[src/rtl/or1200_icpu_resp_if.sv]
// Fetch-port and instruction-memory signals of or1200_icpu_resp.
// The _i/_o suffixes are named from the responder's side of the link.
interface or1200_icpu_resp_if #(
  parameter int AW = 32,
  parameter int DW = 32
);
  logic          icpu_cycstb_i;
  logic [AW-1:0] icpu_adr_i;
  logic [3:0]    icpu_sel_i;
  logic [3:0]    icpu_tag_i;
  logic [2:0]    icpu_thread_i;
  logic          icpu_flush_i;
  logic          icpu_ack_o;
  logic          icpu_err_o;
  logic          icpu_rty_o;
  logic [DW-1:0] icpu_dat_o;
  logic [AW-1:0] icpu_adr_o;
  logic [3:0]    icpu_tag_o;
  logic [2:0]    icpu_thread_o;
  logic          mem_req_o;
  logic [AW-1:0] mem_adr_o;
  logic [3:0]    mem_sel_o;
  logic          mem_gnt_i;
  logic          mem_rvalid_i;
  logic [DW-1:0] mem_rdata_i;
  logic          mem_err_i;

  modport slave (
    input  icpu_cycstb_i, icpu_adr_i, icpu_sel_i, icpu_tag_i, icpu_thread_i, icpu_flush_i,
    output icpu_ack_o, icpu_err_o, icpu_rty_o, icpu_dat_o, icpu_adr_o, icpu_tag_o, icpu_thread_o,
    output mem_req_o, mem_adr_o, mem_sel_o,
    input  mem_gnt_i, mem_rvalid_i, mem_rdata_i, mem_err_i
  );

  modport master (
    output icpu_cycstb_i, icpu_adr_i, icpu_sel_i, icpu_tag_i, icpu_thread_i, icpu_flush_i,
    input  icpu_ack_o, icpu_err_o, icpu_rty_o, icpu_dat_o, icpu_adr_o, icpu_tag_o, icpu_thread_o,
    input  mem_req_o, mem_adr_o, mem_sel_o,
    output mem_gnt_i, mem_rvalid_i, mem_rdata_i, mem_err_i
  );
endinterface

[src/rtl/or1200_icpu_resp.sv]
// Instruction-side fetch responder: one memory read per genpc request, ack/err with echoed tag/thread.
// Optional one-entry last-word buffer enabled by defining OR1200_ICPU_RESP_LASTHIT_EN.
module or1200_icpu_resp #(
  parameter int AW      = 32,
  parameter int DW      = 32,
  parameter int TIMEOUT = 16
) (
  input logic               clk,
  input logic               rst_n,
  or1200_icpu_resp_if.slave bus
);
  localparam int            CW       = $clog2(TIMEOUT);
  localparam logic [CW-1:0] CNT_LAST = CW'(TIMEOUT - 1);

  typedef enum logic [1:0] {IDLE, ADDR, DATA, RESP} state_e;

  state_e        state_q;
  logic [AW-1:0] adr_q;
  logic [3:0]    sel_q;
  logic [3:0]    tag_q;
  logic [2:0]    thread_q;
  logic [DW-1:0] dat_q;
  logic          err_q;
  logic          drop_q;
  logic [CW-1:0] cnt_q;

  logic          abandon;
  logic          resp_vis;
  logic          hit;
  logic [DW-1:0] hit_dat;

  // genpc moving to another address (or flushing) means nobody wants the in-flight word.
  assign abandon = bus.icpu_flush_i ||
                   (bus.icpu_cycstb_i && (bus.icpu_adr_i[AW-1:2] != adr_q[AW-1:2]));

`ifdef OR1200_ICPU_RESP_LASTHIT_EN
  logic [AW-1:2] lh_adr_q;
  logic [DW-1:0] lh_dat_q;
  logic          lh_vld_q;

  assign hit     = lh_vld_q && (bus.icpu_adr_i[AW-1:2] == lh_adr_q);
  assign hit_dat = lh_dat_q;

  always_ff @(posedge clk or negedge rst_n) begin
    if (!rst_n) begin
      lh_vld_q <= 1'b0;
      lh_adr_q <= '0;
      lh_dat_q <= '0;
    end else if (bus.icpu_flush_i) begin
      lh_vld_q <= 1'b0;
    end else if (state_q == RESP && !drop_q && !err_q) begin
      lh_vld_q <= 1'b1;
      lh_adr_q <= adr_q[AW-1:2];
      lh_dat_q <= dat_q;
    end
  end
`else
  assign hit     = 1'b0;
  assign hit_dat = '0;
`endif

  // NOTE: every state register uses <= so all next-state terms read the pre-edge values.
  always_ff @(posedge clk or negedge rst_n) begin
    if (!rst_n) begin
      state_q  <= IDLE;
      adr_q    <= '0;
      sel_q    <= '0;
      tag_q    <= '0;
      thread_q <= '0;
      dat_q    <= '0;
      err_q    <= 1'b0;
      drop_q   <= 1'b0;
      cnt_q    <= '0;
    end else begin
      case (state_q)
        IDLE: begin
          if (bus.icpu_cycstb_i && !bus.icpu_flush_i) begin
            adr_q    <= bus.icpu_adr_i;
            sel_q    <= bus.icpu_sel_i;
            tag_q    <= bus.icpu_tag_i;
            thread_q <= bus.icpu_thread_i;
            drop_q   <= 1'b0;
            if (hit) begin
              dat_q   <= hit_dat;
              err_q   <= 1'b0;
              state_q <= RESP;
            end else begin
              state_q <= ADDR;
            end
          end
        end
        ADDR: begin
          if (abandon) drop_q <= 1'b1;
          if (bus.mem_gnt_i) begin
            cnt_q   <= '0;
            state_q <= DATA;
          end
        end
        DATA: begin
          if (abandon) drop_q <= 1'b1;
          cnt_q <= cnt_q + 1'b1;
          if (bus.mem_rvalid_i) begin
            dat_q   <= bus.mem_rdata_i;
            err_q   <= bus.mem_err_i;
            state_q <= RESP;
          end else if (cnt_q == CNT_LAST) begin
            err_q   <= 1'b1;
            state_q <= RESP;
          end
        end
        RESP: begin
          drop_q  <= 1'b0;
          state_q <= IDLE;
        end
        default: state_q <= IDLE;
      endcase
    end
  end

  // NOTE: the pulse is decoded from registered state but gated by the live flush so a
  // refetch arriving in the response cycle still cancels delivery.
  assign resp_vis          = (state_q == RESP) && !drop_q && !bus.icpu_flush_i;
  assign bus.icpu_ack_o    = resp_vis && !err_q;
  assign bus.icpu_err_o    = resp_vis && err_q;
  assign bus.icpu_rty_o    = bus.icpu_cycstb_i && (state_q != IDLE) && !resp_vis;
  assign bus.icpu_dat_o    = dat_q;
  assign bus.icpu_adr_o    = adr_q;
  assign bus.icpu_tag_o    = tag_q;
  assign bus.icpu_thread_o = thread_q;
  assign bus.mem_req_o     = (state_q == ADDR);
  assign bus.mem_adr_o     = {adr_q[AW-1:2], 2'b00};
  assign bus.mem_sel_o     = sel_q;
endmodule

[src/flat_wrapper.sv]
// flat-port wrapper written by rule: the top's interface ports become plain ports
module or1200_icpu_resp_flat 
#(
  parameter int AW      = 32,
  parameter int DW      = 32,
  parameter int TIMEOUT = 16
)
  (clk, rst_n, bus_icpu_cycstb_i, bus_icpu_adr_i, bus_icpu_sel_i, bus_icpu_tag_i, bus_icpu_thread_i, bus_icpu_flush_i, bus_icpu_ack_o, bus_icpu_err_o, bus_icpu_rty_o, bus_icpu_dat_o, bus_icpu_adr_o, bus_icpu_tag_o, bus_icpu_thread_o, bus_mem_req_o, bus_mem_adr_o, bus_mem_sel_o, bus_mem_gnt_i, bus_mem_rvalid_i, bus_mem_rdata_i, bus_mem_err_i);
  or1200_icpu_resp_if #(.AW(AW), .DW(DW)) bus_i ();
  input logic clk;
  input logic rst_n;
  input wire logic [$bits(bus_i.icpu_cycstb_i)-1:0] bus_icpu_cycstb_i;
  input wire logic [$bits(bus_i.icpu_adr_i)-1:0] bus_icpu_adr_i;
  input wire logic [$bits(bus_i.icpu_sel_i)-1:0] bus_icpu_sel_i;
  input wire logic [$bits(bus_i.icpu_tag_i)-1:0] bus_icpu_tag_i;
  input wire logic [$bits(bus_i.icpu_thread_i)-1:0] bus_icpu_thread_i;
  input wire logic [$bits(bus_i.icpu_flush_i)-1:0] bus_icpu_flush_i;
  output wire logic [$bits(bus_i.icpu_ack_o)-1:0] bus_icpu_ack_o;
  output wire logic [$bits(bus_i.icpu_err_o)-1:0] bus_icpu_err_o;
  output wire logic [$bits(bus_i.icpu_rty_o)-1:0] bus_icpu_rty_o;
  output wire logic [$bits(bus_i.icpu_dat_o)-1:0] bus_icpu_dat_o;
  output wire logic [$bits(bus_i.icpu_adr_o)-1:0] bus_icpu_adr_o;
  output wire logic [$bits(bus_i.icpu_tag_o)-1:0] bus_icpu_tag_o;
  output wire logic [$bits(bus_i.icpu_thread_o)-1:0] bus_icpu_thread_o;
  output wire logic [$bits(bus_i.mem_req_o)-1:0] bus_mem_req_o;
  output wire logic [$bits(bus_i.mem_adr_o)-1:0] bus_mem_adr_o;
  output wire logic [$bits(bus_i.mem_sel_o)-1:0] bus_mem_sel_o;
  input wire logic [$bits(bus_i.mem_gnt_i)-1:0] bus_mem_gnt_i;
  input wire logic [$bits(bus_i.mem_rvalid_i)-1:0] bus_mem_rvalid_i;
  input wire logic [$bits(bus_i.mem_rdata_i)-1:0] bus_mem_rdata_i;
  input wire logic [$bits(bus_i.mem_err_i)-1:0] bus_mem_err_i;
  assign bus_i.icpu_cycstb_i = bus_icpu_cycstb_i;
  assign bus_i.icpu_adr_i = bus_icpu_adr_i;
  assign bus_i.icpu_sel_i = bus_icpu_sel_i;
  assign bus_i.icpu_tag_i = bus_icpu_tag_i;
  assign bus_i.icpu_thread_i = bus_icpu_thread_i;
  assign bus_i.icpu_flush_i = bus_icpu_flush_i;
  assign bus_icpu_ack_o = bus_i.icpu_ack_o;
  assign bus_icpu_err_o = bus_i.icpu_err_o;
  assign bus_icpu_rty_o = bus_i.icpu_rty_o;
  assign bus_icpu_dat_o = bus_i.icpu_dat_o;
  assign bus_icpu_adr_o = bus_i.icpu_adr_o;
  assign bus_icpu_tag_o = bus_i.icpu_tag_o;
  assign bus_icpu_thread_o = bus_i.icpu_thread_o;
  assign bus_mem_req_o = bus_i.mem_req_o;
  assign bus_mem_adr_o = bus_i.mem_adr_o;
  assign bus_mem_sel_o = bus_i.mem_sel_o;
  assign bus_i.mem_gnt_i = bus_mem_gnt_i;
  assign bus_i.mem_rvalid_i = bus_mem_rvalid_i;
  assign bus_i.mem_rdata_i = bus_mem_rdata_i;
  assign bus_i.mem_err_i = bus_mem_err_i;
  or1200_icpu_resp #(.AW(AW), .DW(DW), .TIMEOUT(TIMEOUT)) u_core (.clk(clk), .rst_n(rst_n), .bus(bus_i));
endmodule
[config.mk]
export PLATFORM = sky130hd
export DESIGN_NAME = or1200_icpu_resp_flat
export DESIGN_NICKNAME = d
export VERILOG_FILES = /design/src/rtl/or1200_icpu_resp_if.sv /design/src/rtl/or1200_icpu_resp.sv /design/src/flat_wrapper.sv
export SDC_FILE = /design/constraint.sdc
export NUM_CORES = 1
export LEC_CHECK = 0
export BUFFER_PORTS_ARGS = -buffer_cell sky130_fd_sc_hd__buf_2
export CAP_MARGIN = 10
export CORE_UTILIZATION = 25
export DETAILED_ROUTE_END_ITERATION = 6
export GPL_ROUTABILITY_DRIVEN = 0
export GPL_TIMING_DRIVEN = 1
export HOLD_SLACK_MARGIN = 0.06
export MAX_ROUTING_LAYER = met4
export PLACE_DENSITY = 0.61
export SYNTH_ARGS = -nofsm -noshare
export SYNTH_HDL_FRONTEND = slang
export SYNTH_SLANG_ARGS = --single-unit
[constraint.sdc]
create_clock -name clk -period 1.8 [get_ports clk]
set_input_delay 0.45 -clock clk [delete_from_list [all_inputs] [get_ports clk]]
set_output_delay 0.45 -clock clk [all_outputs]
set_load 0.01 [all_outputs]
# ---- Word-level counts from Yosys, hierarchy flattened
# Cells that the tools add are included.
dict set report op_classes {
  bitwise_logic 0
  n_div 0
  magnitude_cmp 0
  n_shift 0
  n_eq_ne 9
  muxes 12
  add_sub_neg 1
  n_reduce_logical 24
  mul 0
}
# cell n
set op_table {}
lappend op_table {{30-bit inequality test} 1}
lappend op_table {{2-bit AND reduction} 5}
lappend op_table {{1-bit logical AND} 8}
lappend op_table {{2-bit two-way mux} 4}
lappend op_table {{2-bit one-hot mux with 4 select lines} 1}
lappend op_table {{4-bit one-hot mux with 2 select lines} 1}
lappend op_table {{2-bit by 1-bit inequality test with 1-bit output, second input constant} 3}
lappend op_table {{2-bit nonzero test} 3}
lappend op_table {{4-bit by 1-bit adder with 4-bit output, second input constant} 1}
lappend op_table {{2-bit == test, second input constant} 2}
lappend op_table {{4-bit == test, second input constant} 1}
lappend op_table {{1-bit zero test} 4}
lappend op_table {{1-bit two-way mux} 4}
lappend op_table {{4-bit two-way mux} 1}
lappend op_table {{3-bit by 2-bit inequality test with 1-bit output, second input constant} 1}
lappend op_table {{1-bit one-hot mux with 3 select lines} 1}
lappend op_table {{3-bit AND reduction} 1}
lappend op_table {{2-bit by 1-bit == test with 1-bit output, second input constant} 1}
lappend op_table {{2-bit zero test} 1}
lappend op_table {{2-bit OR reduction} 1}
lappend op_table {{1-bit logical OR} 1}
dict set report word_totals {
  romBits 0
  n_memories 0
  latchBits 0
  input_bits 82
  mem_bits_rw 0
  output_inout_bits 111
  ff_bits 83
  elab_cells 55
}

# ---- Depth between registers and ports, before layout
# Gate-level depths: netlist (run 1).
dict set report logic_depth {
  word_depth 5
  depth_mapped 7
}

# ---- Worst setup path before layout (run 1)
# No wires, ideal clock.
dict set report synth_path {
  kind {register to register}
  from {reg u_core.state_q[1]}
  to {reg u_core.cnt_q[2]}
  t_arrival_ps 1349
  path_slack_ps 330
  period_less_slack_ps 1470
  required_ps 1679
  stages_incl_launch_ff 7
  path_cell_list {dfrtp_1 -> inv_1 -> ha_1 -> nor2b_1 -> nor2_1 -> mux2_2 -> a22o_1}
}
dict set report synth_via {
  elab_chain_cells 3
  word_cells_on_any_way 6
}
# element line
set synth_rtl {}
lappend synth_rtl {{from (decl)} or1200_icpu_resp.sv:17} ;# state_e state_q;
lappend synth_rtl {{from (signal assigned)} or1200_icpu_resp.sv:65} ;# state_q <= IDLE;
lappend synth_rtl {{from (signal assigned)} or1200_icpu_resp.sv:86} ;# state_q <= RESP;
lappend synth_rtl {{from (signal assigned)} or1200_icpu_resp.sv:88} ;# state_q <= ADDR;
lappend synth_rtl {{2-bit by 1-bit == test with 1-bit output (*)} n/a}
lappend synth_rtl {{via bus_mem_req_o} flat_wrapper.sv:25} ;# output wire logic [$bits(bus_i.mem_req_o)-1:0] bus_mem_req_o;
lappend synth_rtl {{2-bit by 1-bit inequality test with 1-bit output (no line) / 2-bit nonzero test (equally long branches)} n/a}
lappend synth_rtl {{2-bit AND reduction (no line)} n/a}
lappend synth_rtl {{to (signal assigned)} or1200_icpu_resp.sv:101} ;# cnt_q <= cnt_q + 1'b1;
lappend synth_rtl {{to (decl)} or1200_icpu_resp.sv:25} ;# logic [CW-1:0] cnt_q;
# The timed path passes the listed nets; every way through them passes the cells marked *.
# A chain may end at the register's enable or synchronous reset.

# ---- Worst setup path in the final report (run 1)
dict set report layout_path {
  from {reg u_core.state_q[0]}
  to {out bus_icpu_rty_o}
}
dict set report layout_via {
  elab_chain_cells 5
  word_cells_on_any_way 7
}
# element line
set layout_rtl {}
lappend layout_rtl {{2-bit == test} or1200_icpu_resp.sv:122} ;# assign resp_vis = (state_q == RESP) && !drop_q && !bus.icpu_flush_i;
lappend layout_rtl {{1-bit logical AND (2 in series)} or1200_icpu_resp.sv:122}
lappend layout_rtl {{1-bit zero test} or1200_icpu_resp.sv:125} ;# assign bus.icpu_rty_o = bus.icpu_cycstb_i && (state_q != IDLE) && !resp_vis;
lappend layout_rtl {{1-bit logical AND (*)} or1200_icpu_resp.sv:125}
lappend layout_rtl {{to (decl)} flat_wrapper.sv:20} ;# output wire logic [$bits(bus_i.icpu_rty_o)-1:0] bus_icpu_rty_o;
# Every way passes the cells marked *; elsewhere a longest branch is shown, timed or not.

==> results.sh, run 1 <==
export IMPL_status="finished, violations left"
export IMPL_violations="setup timing"
export IMPL_grt_pass1_wl_mm=14.1
export IMPL_rr_worst_depth=7
export IMPL_pin_count=193
export IMPL_final_setup_worst_slack_ps=-52.2
export IMPL_row_count=44
export IMPL_grt_total_usage=0.118
export IMPL_fin_hold_ws_ps=135
export IMPL_finalSetupViolations=3
export IMPL_ir_worst_vdd_uv=648
export IMPL_worstPathRequired_ps=1350
export IMPL_drive_gt1_frac=0.632
export IMPL_crit_path_end_kind="primary output"
export IMPL_seqPwrFrac=0.370
export IMPL_die_x_um=126
export IMPL_dr_pass1_iters=4
export IMPL_synth_edff_count=0
export IMPL_layout_common_cells="buf_2, dfrtp_1, mux2_2, xor2_1, xnor2_1"
export IMPL_finalMaxSlewViolations=0
export IMPL_port_buffer_count=190
export IMPL_worstSetupPathType="flop to primary output"
export IMPL_coreArea_um2=14800
export IMPL_drtIter0Drc=57
export IMPL_viasPerCell=4.32
export IMPL_synth_seq_cells=83
export IMPL_fmax_mhz=540
export IMPL_power_density_nw_per_um2=1820
export IMPL_synth_area_leaders="dfrtp_1, mux2_2, buf_4, xor2_1, mux2_1"
export IMPL_cts_tree="yes"
export IMPL_start_kind="flop"
export IMPL_grt_max_degree=84
export IMPL_finish_net_count=541
export IMPL_fillers=1474
export IMPL_num_vias=2780
export IMPL_cts_made_buffers=9
export IMPL_sw_frac_of_total=0.355
export IMPL_p_total_mw=9.46
export IMPL_cts_root_buf="clkbuf_16"
export IMPL_ff_latch_area_um2=2080
export IMPL_dieArea_um2=15900
export IMPL_clock_sinks=83
export IMPL_die_h_um=126
export IMPL_clk_latency_ps=340
export IMPL_final_common_cell="buf_2"
export IMPL_p_sw_mw=3.36
export IMPL_initial_core_util=0.261
export IMPL_ant_nets=0
export IMPL_worst_path_max_fanout=3
export IMPL_diodes=0
export IMPL_antenna_found_initial=0
export IMPL_finalHoldViolCount=0
export IMPL_htreeDepth=3
export IMPL_synth_top_area_share=0.540
export IMPL_area_delta_synth_final_pct=34.8
export IMPL_synth_cell_types=34
export IMPL_min_period_over_period=1.03
export IMPL_yosys_warnings=0
export IMPL_yosys_area_top_type="dfrtp_1"
export IMPL_synth_top_flop_cell="dfrtp_1"
export IMPL_stdcell_area_um2=5190
export IMPL_power_internal_mw=6.10
export IMPL_totalWireLength_mm=8.70
export IMPL_maxCapViolCount=0
export IMPL_fin_util=0.352
export IMPL_wire_per_inst_um=13.5
export IMPL_clockBufferDepth=2
export IMPL_hp_class="input port to asynchronous set/reset pin"
export IMPL_synthesis_area_um2=3850
export IMPL_dp_slack_ps=-81.2
export IMPL_synth_cells=285
export IMPL_dp_hpwl_mm=6.41
export IMPL_worstPathArrival_ps=1400
export IMPL_clkSlewWorstSetupHoldPaths_ps=60
export IMPL_finalCriticalPeriod_ps=1850
export IMPL_multi_input_area_um2=1510
export IMPL_grt_pass1_vias=2936
export IMPL_skew_ps=4.58
export IMPL_seq_area_frac_synth=0.540
export IMPL_async_flop_share=1.00
export IMPL_place_area_um2=4820
export IMPL_clockPowerShare=0.203
export IMPL_drcViolationCount=0
export IMPL_combPwrFrac=0.427
export IMPL_rsz0062_at_grt="yes"
export IMPL_grt_overflow=0
export IMPL_synth_avg_cell_area_um2=13.5
export IMPL_power_leakage_nw=2.55
-- cell usage after synthesis, drive strengths merged, types with 2 or more instances --
cell,count
dfrtp,83
mux2,76
buf,39
xor2,20
xnor2,10
o21ai,8
nand2,6
nor4,6
ha,5
nand4,4
nor2b,4
inv,3
a21oi,2
nand2b,2
nor2,2
nor3b,2
-- critical path, stage by stage, from the launching register on --
cell and delay, ps:
dfrtp_1 400, ha_1 200, nor3b_4 150, nor3b_2 160, buf_2 150
-- per-layer routing --
layer	part of all wire	track usage	vias up
met2	0.51	0.198	124
met1	0.40	0.128	1353
li1	-	-	1289
met5	0	-	-
met4	0.022	0.0666	0
met3	0.062	0.0289	14
-- layout make-up --
cell class / count / area share
flip-flops and latches: 83 / 0.400
multi-input cells: 160 / 0.292
repair buffers: 197 / 0.201
clock buffers: 12 / 0.0514
well taps: 184 / 0.0444
clock inverters: 4 / 0.00916
inverters: 3 / 0.00217
-- power by group through the flow --
stage                     sequential [mW]  clock (mW)  combinational, mW
final                                3.50        1.92               4.04
after global routing                 3.66        2.08               4.38
after CTS                            3.52        2.01               4.06
after detailed placement             3.54           0               4.01
after global placement               3.46           0               3.95
after floorplan                      3.88           0               2.33
-- logic make-up after synthesis --
family | after synthesis | synth area share
buffers and inverters | 43 | 0.0780
XOR/XNOR | 30 | 0.0683
AND/OR/NAND/NOR | 31 | 0.0484
flip-flops | 83 | 0.540
adder cells (fa/ha/maj) | 5 | 0.0163
other | 1 | 0.000974
multiplexers | 77 | 0.225
AO/OA/AOI/OAI | 15 | 0.0234
-- repair_timing --
item | 4_1_cts | 5_1_grt
gates resized for setup | 4 | 4
hold buffers | 0 | 0
pin swaps | 1 | 0
endpoints found under the setup margin | 3 | 7
setup buffers | 1 | 1
-- worst paths after layout --
| path | slack [ps] | startpoint | end |
|---|---|---|---|
| worst max-delay path | -50 | u_core.state_q[0]$_DFFE_PN0P_ | bus_icpu_rty_o |
| worst min-delay path | 130 | rst_n | u_core.bus.icpu_adr_o[29]$_DFFE_PN0P_ |
| worst max register to register | 190 | u_core.state_q[0]$_DFFE_PN0P_ | u_core.state_q[0]$_DFFE_PN0P_ |
| worst min register to register | 490 | u_core.bus.icpu_thread_o[1]$_DFFE_PN0P_ | u_core.bus.icpu_thread_o[1]$_DFFE_PN0P_ |
| max in group asynchronous | 1320 | rst_n | u_core.bus.icpu_dat_o[23]$_DFFE_PN0P_ |
| min in group clk | 320 | bus_icpu_thread_i[1] | u_core.bus.icpu_thread_o[1]$_DFFE_PN0P_ |
-- registers in the layout (all words and copies together) (netlist names) --
signal                    cells
u_core.drop_q                 1
u_core.bus.icpu_dat_o        32
u_core.bus.mem_sel_o          4
u_core.err_q                  1
u_core.cnt_q                  4
u_core.state_q                2
u_core.bus.icpu_thread_o      3
u_core.bus.icpu_tag_o         4
u_core.bus.icpu_adr_o        32
-- per-stage QoR --
step	std cells	setup TNS [ps]
floorplan	286	0
global placement	625	-28.0
detailed placement	625	-81.2
CTS	642	-225
global route	643	-407
finish	643	-97.7
Power figures use the tool's default switching activity.
==> run 2, diff against run 1 <==
- ABC_AREA: unset -> 1
- HOLD_SLACK_MARGIN: 0.06 -> unset
- PLACE_DENSITY: 0.61 -> 0.46
==> run 2 against run 1 <==
The flow still finishes with violations (setup timing). Clock power rose by 3%. Worst hold slack improved by 160 ps. Via count rose by 17%. Setup slack improved by 40 ps. Fmax rose by 2.2%. Critical path depth rose by 1. Flip-flop and latch count did not move. Clock skew rose by 0.95 ps. Critical endpoint unchanged. Largest cell class unchanged.
==> results.sh, run 2 <==
export IMPL_status="finished, violations left"
export IMPL_violations="setup timing"
export IMPL_routedLengthMet1_mm=4.64
export IMPL_synthesis_area_um2=4120
export IMPL_final_setup_worst_slack_ps=-11.8
export IMPL_layout_common_cells="buf_2, nand2_1, dfrtp_1, mux2_4, inv_1"
export IMPL_start_kind="flop"
export IMPL_synth_top_area_share=0.504
export IMPL_hp_class="input port to flop"
export IMPL_grt_max_degree=72
export IMPL_worstPathArrival_ps=1360
export IMPL_yosys_warnings=0
export IMPL_final_instance_count_excl_fill=811
export IMPL_port_buffer_count=190
export IMPL_grt_pass1_wl_mm=16.7
export IMPL_num_vias=3255
export IMPL_ant_nets=0
export IMPL_synth_area_leaders="dfrtp_1, nand2_1, mux2_4, buf_4, xnor2_1"
export IMPL_cts_tree="yes"
export IMPL_grt_pass1_vias=3380
export IMPL_antenna_found_initial=0
export IMPL_power_internal_mw=6.14
export IMPL_clockBufferDepth=2
export IMPL_die_h_um=130
export IMPL_synth_top_flop_cell="dfrtp_1"
export IMPL_clkSlewWorstSetupHoldPaths_ps=60
export IMPL_area_delta_synth_final_pct=33.3
export IMPL_crit_path_end_kind="primary output"
export IMPL_final_common_cell="buf_2"
export IMPL_async_flop_share=1.00
export IMPL_finish_net_count=677
export IMPL_fin_hold_ws_ps=298
export IMPL_grt_total_usage=0.133
export IMPL_cts_made_buffers=9
export IMPL_power_density_nw_per_um2=1790
export IMPL_die_x_um=130
export IMPL_clock_sinks=83
export IMPL_finalMaxSlewViolations=0
export IMPL_wire_per_inst_um=12.6
export IMPL_drcViolationCount=0
export IMPL_row_count=46
export IMPL_synth_edff_count=0
export IMPL_clk_latency_ps=340
export IMPL_seq_area_frac_synth=0.504
export IMPL_dieArea_um2=17000
export IMPL_min_period_over_period=1.01
export IMPL_worstPathRequired_ps=1350
export IMPL_power_leakage_nw=3.07
export IMPL_synth_most_common_cell="nand2_1"
export IMPL_synth_cell_types=26
export IMPL_fillers=1703
export IMPL_drtIter0Drc=97
export IMPL_seqPwrFrac=0.357
export IMPL_sw_frac_of_total=0.374
export IMPL_ys_top_cells_by_count="nand2_1, dfrtp_1, buf_4, mux2_4, inv_1"
export IMPL_placedCellCount=792
export IMPL_dp_slack_ps=138
export IMPL_initial_core_util=0.258
export IMPL_synth_avg_cell_area_um2=9.79
export IMPL_p_total_mw=9.81
export IMPL_diodes=0
export IMPL_synth_seq_cells=83
export IMPL_p_sw_mw=3.67
export IMPL_synth_cells=421
export IMPL_worstSetupPathType="flop to primary output"
export IMPL_wl_met2_mm=4.56
export IMPL_dp_hpwl_mm=7.62
export IMPL_maxCapViolCount=0
export IMPL_drive_gt1_frac=0.440
export IMPL_met3_length_um=897
export IMPL_finalCriticalPeriod_ps=1810
export IMPL_finalSetupViolations=1
export IMPL_cts_root_buf="clkbuf_16"
export IMPL_htreeDepth=3
export IMPL_yosys_area_top_type="dfrtp_1"
export IMPL_clockPowerShare=0.200
export IMPL_combPwrFrac=0.442
export IMPL_highest_layer="met4"
export IMPL_totalWireLength_mm=10.2
export IMPL_grt_overflow=0
export IMPL_finalHoldViolCount=0
export IMPL_fmax_mhz=552
export IMPL_viasPerCell=4.01
export IMPL_rsz0062_at_grt="yes"
export IMPL_pin_count=193
export IMPL_ir_worst_vdd_uv=613
export IMPL_coreArea_um2=16000
export IMPL_dr_pass1_iters=4
export IMPL_worst_path_max_fanout=3
export IMPL_skew_ps=5.53
export IMPL_fin_setup_tns_ps=-11.8
-- run 2: cell count changes in the layout (fill, tap and decap cells not counted), moves of 5 or more --
cell and delta:
nand2_1 +145, mux2_2 -67, mux2_4 +33, inv_1 +18, xor2_1 -16, nor2_1 +14
xnor2_1 +10, mux2_1 -9, nand3_1 +9, a21oi_1 +8, o21ai_0 -6, o21ai_1 +6
inv_2 +5
-- run 2: cells by family (layout without fill, tap and decap cells) --
group	Yosys count	after routing	synth area share
simple gates	184	184	0.176
flops	83	83	0.504
buf+inv	72	245	0.107
mux	33	33	0.120
xor+xnor	24	24	0.0510
compound gates	19	19	0.0258
fa+ha+maj	5	5	0.0152
other cells	1	2	0.000910
-- run 2: power by group through the flow --
| stage | logic (mW) | registers, mW | clock network, mW |
|---|---|---|---|
| 2_1_floorplan | 2.65 | 3.82 | 0 |
| 3_3_place_gp | 4.26 | 3.48 | 0 |
| 3_5_place_dp | 4.29 | 3.52 | 0 |
| 4_1_cts | 4.36 | 3.52 | 2.05 |
| 5_1_grt | 4.94 | 3.66 | 2.12 |
| 6_report | 4.34 | 3.50 | 1.97 |
-- run 2: timing repair --
action / CTS / global route
gates resized for setup: 8 / 3
pin swaps: 2 / 2
setup endpoints to repair: 2 / 36
hold buffers: 1 / 0
hold endpoints to repair: 12 / 0
cloned: 0 / 0
buffers inserted: 1 / 1
-- run 2: metrics by stage --
step | cell area (um^2) | util
finish | 5490 | 0.343
global route | 5490 | 0.343
CTS | 5470 | 0.342
detailed placement | 5110 | 0.320
global placement | 5110 | 0.320
floorplan | 4120 | -
-- run 2: layout make-up --
type,instances,area [um^2],area share
Timing Repair Buffer,202,1090,0.198
Tap cell,216,270,0.0492
Clock buffer,12,236,0.0431
Inverter,27,104,0.0189
Clock inverter,4,75.1,0.0137
Sequential cell,83,2080,0.378
Multi-Input combinational cell,267,1640,0.298
-- run 2: critical path, cell delays in order, from the launching register on --
cell and delay, ps:
dfrtp_1 410, ha_2 190, nand3b_1 140, nand3_1 100
inv_1 80, buf_6 100
-- run 2: path summary, 6_finish.rpt --
path | from | endpoint | slack [ps] | depth (start not counted)
worst max-delay path | u_core.state_q[0]$_DFFE_PN0P_ | bus_icpu_rty_o | -10 | 5
worst min-delay path | bus_mem_rdata_i[29] | u_core.bus.icpu_dat_o[29]$_DFFE_PN0P_ | 300 | 3
worst max register to register | u_core.state_q[0]$_DFFE_PN0P_ | u_core.bus.icpu_dat_o[7]$_DFFE_PN0P_ | 270 | 7
worst min register to register | u_core.bus.icpu_dat_o[22]$_DFFE_PN0P_ | u_core.bus.icpu_dat_o[22]$_DFFE_PN0P_ | 470 | 2
max in group asynchronous | rst_n | u_core.bus.icpu_adr_o[27]$_DFFE_PN0P_ | 650 | 3
min in group asynchronous | rst_n | u_core.bus.icpu_tag_o[0]$_DFFE_PN0P_ | 510 | 2
-- run 2: per-layer routing --
metal | track usage | up-vias
met5 | - | -
met3 | 0.0456 | 10
li1 | - | 1616
met4 | 0.0446 | 0
met2 | 0.203 | 151
met1 | 0.164 | 1478
